==> src/rtl/mem_arbiter.sv <==
// rtl/mem_arbiter.sv - round-robin arbiter sharing one 256x16 memory port between cpu fetch and host
// Host bursts are capped at BURST_MAX grants while cpu_req waits; read data is tagged back to its owner.
module mem_arbiter #(
  parameter int AW        = 8,
  parameter int DW        = 16,
  parameter int BURST_MAX = 4
) (
  input  logic          clk,
  input  logic          rst,
  input  logic          cpu_req,
  input  logic [AW-1:0] cpu_addr,
  output logic          cpu_gnt,
  output logic          cpu_rvalid,
  output logic [DW-1:0] cpu_rdata,
  input  logic          host_req,
  input  logic          host_we,
  input  logic          host_burst,
  input  logic [AW-1:0] host_addr,
  input  logic [DW-1:0] host_wdata,
  output logic          host_gnt,
  output logic          host_rvalid,
  output logic [DW-1:0] host_rdata,
  output logic          mem_en,
  output logic          mem_we,
  output logic [AW-1:0] mem_addr,
  output logic [DW-1:0] mem_wdata,
  input  logic [DW-1:0] mem_rdata
);

  localparam int            BW   = $clog2(BURST_MAX + 1);
  localparam logic [BW-1:0] BMAX = BW'(BURST_MAX);

  logic          last;
  logic [BW-1:0] bcnt;
  logic          rd_valid;
  logic          rd_owner;
  logic [DW-1:0] cpu_hold;
  logic [DW-1:0] host_hold;
  logic          burst_hold;

  // bcnt is nonzero exactly when the host owned the previous cycle
  always_comb begin
    cpu_gnt    = 1'b0;
    host_gnt   = 1'b0;
    burst_hold = (bcnt != '0) && host_burst && (bcnt < BMAX);
    if (rst) begin
      if (cpu_req && host_req) begin
        host_gnt = burst_hold || !last;
        cpu_gnt  = !host_gnt;
      end else begin
        cpu_gnt  = cpu_req;
        host_gnt = host_req;
      end
    end
  end

  assign mem_en    = cpu_gnt | host_gnt;
  assign mem_we    = host_gnt & host_we;
  assign mem_addr  = host_gnt ? host_addr : cpu_addr;
  assign mem_wdata = host_wdata;

  assign cpu_rvalid  = rd_valid & ~rd_owner;
  assign host_rvalid = rd_valid & rd_owner;
  assign cpu_rdata   = cpu_rvalid  ? mem_rdata : cpu_hold;
  assign host_rdata  = host_rvalid ? mem_rdata : host_hold;

  always_ff @(posedge clk or negedge rst) begin
    if (!rst) begin
      last      <= 1'b1;
      bcnt      <= '0;
      rd_valid  <= 1'b0;
      rd_owner  <= 1'b0;
      cpu_hold  <= '0;
      host_hold <= '0;
    end else begin
      if (mem_en)
        last <= host_gnt;
      if (host_gnt)
        bcnt <= (bcnt == BMAX) ? BMAX : bcnt + BW'(1);
      else
        bcnt <= '0;
      rd_valid <= mem_en & ~mem_we;
      rd_owner <= host_gnt;
      if (cpu_rvalid)
        cpu_hold <= mem_rdata;
      if (host_rvalid)
        host_hold <= mem_rdata;
    end
  end

endmodule

==> config.mk <==
export PLATFORM = sky130hd
export DESIGN_NAME = mem_arbiter
export DESIGN_NICKNAME = d
export VERILOG_FILES = /design/src/rtl/mem_arbiter.sv
export SDC_FILE = /design/constraint.sdc
export NUM_CORES = 1
export LEC_CHECK = 0
export CORE_UTILIZATION = 36
export CTS_BUF_LIST = sky130_fd_sc_hd__clkbuf_16
export CTS_CLUSTER_DIAMETER = 80
export CTS_CLUSTER_SIZE = 25
export DETAILED_ROUTE_END_ITERATION = 12
export HOLD_SLACK_MARGIN = 0.03
export PLACE_DENSITY = 0.89
export REMOVE_ABC_BUFFERS = 1
export SYNTH_ARGS = -nofsm -noshare
export SYNTH_HDL_FRONTEND = slang
export SYNTH_SLANG_ARGS = --single-unit
==> constraint.sdc <==
create_clock -name clk -period 2.4 [get_ports clk]
set_input_delay 0.48 -clock clk [delete_from_list [all_inputs] [get_ports clk]]
set_output_delay 0.48 -clock clk [all_outputs]
set_load 0.01 [all_outputs]
==> run_summary.xml <==
<?xml version="1.0" encoding="UTF-8"?>
<metrics>
  <group name="cts">
    <metric name="worst_skew_pair.late_latency" unit="ns">0.27</metric>
    <metric name="cts_root_buf" unit="">sky130_fd_sc_hd__clkbuf_16</metric>
    <metric name="cts_buffer_depth" unit="">2</metric>
    <metric name="worst_setup_hold_path_clk_slew" unit="ns">0.05</metric>
    <metric name="numCtsBuffers" unit="">5</metric>
    <metric name="cts-hold-fix-buffers" unit="">0</metric>
    <metric name="clock-sinks" unit="">38</metric>
    <metric name="cts_tree" unit="">done</metric>
    <metric name="htreeDepth" unit="">2</metric>
  </group>
  <group name="power_and_ir_drop">
    <metric name="power.leakage" unit="uW">0.00125</metric>
    <metric name="power.ir.vdd_worst" unit="mV">0.404</metric>
    <metric name="combinationalPowerShare" unit="">0.307</metric>
    <metric name="swShare" unit="">0.226</metric>
    <metric name="pint" unit="uW">1830</metric>
    <metric name="total_power" unit="uW">2360</metric>
    <metric name="power_frac_clock" unit="">0.348</metric>
    <metric name="switching_power" unit="uW">533</metric>
    <metric name="power.share.sequential" unit="">0.345</metric>
    <metric name="cellPowerDensity" unit="nW/um2">837</metric>
  </group>
  <group name="sta">
    <metric name="post_route_clock_skew" unit="ns">0.00101</metric>
    <metric name="finalHoldWorstSlack" unit="ns">0.296</metric>
    <metric name="timing_max_transition_violations_final" unit="">0</metric>
    <metric name="grt_setup_unrepaired" unit="">yes</metric>
    <metric name="final.setup.worst_slack" unit="ns">-0.107</metric>
    <metric name="hold_viol_final" unit="">0</metric>
    <metric name="maxClockFrequency" unit="MHz">399</metric>
    <metric name="final.period_utilization" unit="">1.04</metric>
    <metric name="setup_violations" unit="">9</metric>
    <metric name="worst_slew_slack_as_a_fraction_of_its_limit" unit="">0.682</metric>
    <metric name="post-route-min-period" unit="ns">2.51</metric>
    <metric name="timing.setup.tns" unit="ns">-0.838</metric>
    <metric name="worst_pin_slew" unit="ns">0.477</metric>
  </group>
  <group name="global_route">
    <metric name="grt_first_pass_wirelength" unit="mm">6.44</metric>
    <metric name="globalRouteOverflowTotal" unit="">0</metric>
    <metric name="grt_max_degree" unit="">39</metric>
    <metric name="antenna_violations_before_repair" unit="">0</metric>
    <metric name="grt_pass1_vias" unit="">1340</metric>
    <metric name="track_usage" unit="">0.171</metric>
  </group>
  <group name="drt">
    <metric name="postRouteWirelength" unit="mm">4.03</metric>
    <metric name="wl_per_cell" unit="um">15.6</metric>
    <metric name="drc_errors" unit="">9</metric>
    <metric name="first_iter_violations" unit="">33</metric>
    <metric name="ant_nets" unit="">0</metric>
    <metric name="vias" unit="">1284</metric>
    <metric name="detail_route.vias_per_cell" unit="">4.96</metric>
    <metric name="firstDrtPassIters" unit="">8</metric>
  </group>
  <group name="synth">
    <metric name="synth_top_cell_by_area" unit="">sky130_fd_sc_hd__dfrtp_1</metric>
    <metric name="synth-warning-count" unit="">0</metric>
    <metric name="yosysSeqAreaShare" unit="">0.549</metric>
    <metric name="synth_top_flop_cell" unit="">sky130_fd_sc_hd__dfrtp_1</metric>
    <metric name="synth.cell_area" unit="um2">1730</metric>
    <metric name="netlist_instances" unit="">123</metric>
    <metric name="yosys.area.top_type_share" unit="">0.534</metric>
    <metric name="ys_types" unit="">23</metric>
    <metric name="synth_enable_flop_cells" unit="">0</metric>
    <metric name="asyncSetResetFlopFracSynth" unit="">1.00</metric>
    <metric name="synth.ff_latch_count" unit="">38</metric>
    <metric name="postSynthAreaPerCell" unit="um2">14.1</metric>
    <metric name="synth_top_cells_by_area" unit="">sky130_fd_sc_hd__dfrtp_1, sky130_fd_sc_hd__mux2_2, sky130_fd_sc_hd__buf_4</metric>
    <metric name="post_synth_most_frequent_cells" unit="">sky130_fd_sc_hd__dfrtp_1, sky130_fd_sc_hd__mux2_2, sky130_fd_sc_hd__buf_4, sky130_fd_sc_hd__inv_1, sky130_fd_sc_hd__nand2_1</metric>
    <metric name="synthMostInstantiatedCell" unit="">sky130_fd_sc_hd__dfrtp_1</metric>
  </group>
  <group name="setup_path">
    <metric name="critPathMaxFanout" unit="">6</metric>
    <metric name="startpoint_type" unit="">register</metric>
    <metric name="critical_path.most_common_cell" unit="">sky130_fd_sc_hd__buf_6</metric>
    <metric name="cp.required" unit="ns">1.92</metric>
    <metric name="criticalPathCategory" unit="">reg2out</metric>
    <metric name="critical-path-max-stage-delay" unit="ns">0.41</metric>
    <metric name="crit_path_cell_trace" unit="">inv_1 &gt; ha_4 &gt; or3b_4 &gt; a31oi_4 &gt; buf_6 &gt; mux2_4 &gt; buf_6</metric>
    <metric name="crit_path_top_delay_cell" unit="">sky130_fd_sc_hd__or3b_4</metric>
    <metric name="cp-end-kind" unit="">output pin</metric>
    <metric name="crit_arrival" unit="ns">2.03</metric>
  </group>
  <group name="final_layout">
    <metric name="finish.cell_count_without_fillers" unit="">259</metric>
    <metric name="flow.area_growth_from_synthesis" unit="%">62.5</metric>
    <metric name="antenna_cells" unit="">0</metric>
    <metric name="post_route_cells_drive_above_1_share" unit="">0.386</metric>
    <metric name="final_net_count" unit="">262</metric>
  </group>
  <group name="floorplanning">
    <metric name="dieArea" unit="um2">5100</metric>
    <metric name="core.rowCount" unit="">24</metric>
    <metric name="die_height" unit="um">71.4</metric>
    <metric name="die-width" unit="um">71.4</metric>
    <metric name="core_area" unit="um2">4500</metric>
    <metric name="initial_core_util" unit="">0.385</metric>
    <metric name="top_level_ports" unit="">116</metric>
  </group>
  <group name="outcome">
    <metric name="status" unit="">complete, but fails checks</metric>
    <metric name="failing_checks" unit="">DRC, setup timing</metric>
  </group>
  <group name="placement">
    <metric name="placement.io_buffers" unit="">83</metric>
    <metric name="dp_hpwl" unit="mm">2.95</metric>
    <metric name="place.detailed.instances" unit="">247</metric>
    <metric name="gp_routability_congestion" unit="">0.750</metric>
    <metric name="place_worst_setup_slack" unit="ns">-0.574</metric>
  </group>
  <group name="flow_run">
    <metric name="max_cap_violations" unit="">0</metric>
  </group>
  <group name="hold_path">
    <metric name="worstHoldPathType" unit="">in2async</metric>
  </group>
</metrics>
==> logic make-up after synthesis <==
group,Yosys count,synth area share
buffers and inverters,25,0.0945
AO/OA/AOI/OAI,6,0.0325
flip-flops,38,0.549
adder cells (fa/ha/maj),2,0.0144
multiplexers,40,0.268
AND/OR/NAND/NOR,12,0.0411
==> registers in the layout (all words and copies together) (netlist names) <==
signal and flops:
cpu_hold 16, host_hold 16, bcnt 3, last 1, rd_owner 1, rd_valid 1
==> layout make-up <==
type | count | area [um2]
multi-input cells | 60 | 646
inverters | 5 | 18.8
repair buffers | 96 | 947
clock inverters | 3 | 63.8
well taps | 52 | 65.1
fillers | 360 | 1690
clock buffers | 5 | 125
flip-flops and latches | 38 | 952
==> power groups by stage <==
| stage | clock [uW] | combinational [uW] | sequential [uW] |
|---|---|---|---|
| detailed placement | 0 | 714 | 827 |
| global placement | 0 | 700 | 818 |
| CTS | 842 | 728 | 816 |
| floorplan | 0 | 296 | 814 |
| global route | 876 | 776 | 826 |
| finish | 822 | 723 | 814 |
==> final timing paths <==
path                            slack [ns]                      to  depth (start not counted)                   start
worst max-delay path                 -0.11             mem_addr[7]                          7       bcnt[1]$_DFF_PN0_
worst min-delay path                  0.30       bcnt[2]$_DFF_PN0_                          2                     rst
worst max register to register        0.64       bcnt[0]$_DFF_PN0_                          8       bcnt[1]$_DFF_PN0_
worst min register to register        0.49  host_hold[7]$_DFF_PN0_                          1  host_hold[7]$_DFF_PN0_
max in group asynchronous             1.74        last$_DFFE_PN1P_                          2                     rst
min in group clk                      0.49  host_hold[7]$_DFF_PN0_                          1  host_hold[7]$_DFF_PN0_
==> cells in the final DEF (no fill, tap or decap) <==
| master | count |
|---|---|
| sky130_fd_sc_hd__dfstp_2 | 1 |
| sky130_fd_sc_hd__buf_2 | 2 |
| sky130_fd_sc_hd__ha_1 | 1 |
| sky130_fd_sc_hd__inv_2 | 1 |
| sky130_fd_sc_hd__and2_2 | 2 |
| sky130_fd_sc_hd__ha_4 | 1 |
| sky130_fd_sc_hd__o21ai_1 | 1 |
| sky130_fd_sc_hd__o211a_1 | 1 |
| sky130_fd_sc_hd__nand3_1 | 1 |
| sky130_fd_sc_hd__a21oi_1 | 1 |
| sky130_fd_sc_hd__or3b_4 | 1 |
| sky130_fd_sc_hd__clkbuf_16 | 5 |
| sky130_fd_sc_hd__nand2b_1 | 1 |
| sky130_fd_sc_hd__bufinv_16 | 2 |
| sky130_fd_sc_hd__a21o_2 | 1 |
| sky130_fd_sc_hd__and3_2 | 1 |
| sky130_fd_sc_hd__mux2_4 | 8 |
| sky130_fd_sc_hd__a31oi_1 | 1 |
| sky130_fd_sc_hd__clkdlybuf4s50_1 | 70 |
| sky130_fd_sc_hd__a31oi_4 | 1 |
| sky130_fd_sc_hd__inv_1 | 4 |
| sky130_fd_sc_hd__clkinv_1 | 1 |
| sky130_fd_sc_hd__nand3b_1 | 1 |
| sky130_fd_sc_hd__nand2_1 | 5 |
| sky130_fd_sc_hd__buf_4 | 10 |
| sky130_fd_sc_hd__dlygate4sd2_1 | 2 |
| sky130_fd_sc_hd__buf_6 | 11 |
| sky130_fd_sc_hd__dfrtp_1 | 37 |
| sky130_fd_sc_hd__buf_12 | 1 |
| sky130_fd_sc_hd__mux2_2 | 32 |
==> timing repair <==
item	in CTS	in global routing
endpoints found under the setup margin	11	11
resized for setup	55	6
hold endpoints to repair	0	0
buffers inserted	3	1
pin swaps	1	3
==> worst max-delay path: cells and delay by family (launching register included) <==
family | cells | cell delay, ns
mux | 1 | 0.31
fa+ha+maj | 1 | 0.16
flops | 1 | 0.34
simple gates | 1 | 0.41
compound gates | 1 | 0.19
buf+inv | 3 | 0.35
==> per-layer routing <==
metal	up-vias	global-route usage	wire, um
li1	572	-	-
met1	610	0.189	1480
met2	97	0.276	1940
met3	5	0.0914	579
met4	0	0.0667	30
met5	-	0	0
==> stage by stage <==
step	util	cell area [um2]
after floorplan	-	1590
after global placement	0.568	2560
after detailed placement	0.568	2560
after CTS	0.621	2800
after global routing	0.626	2820
final	0.626	2820
No activity file was read; power rests on OpenSTA's default activity.
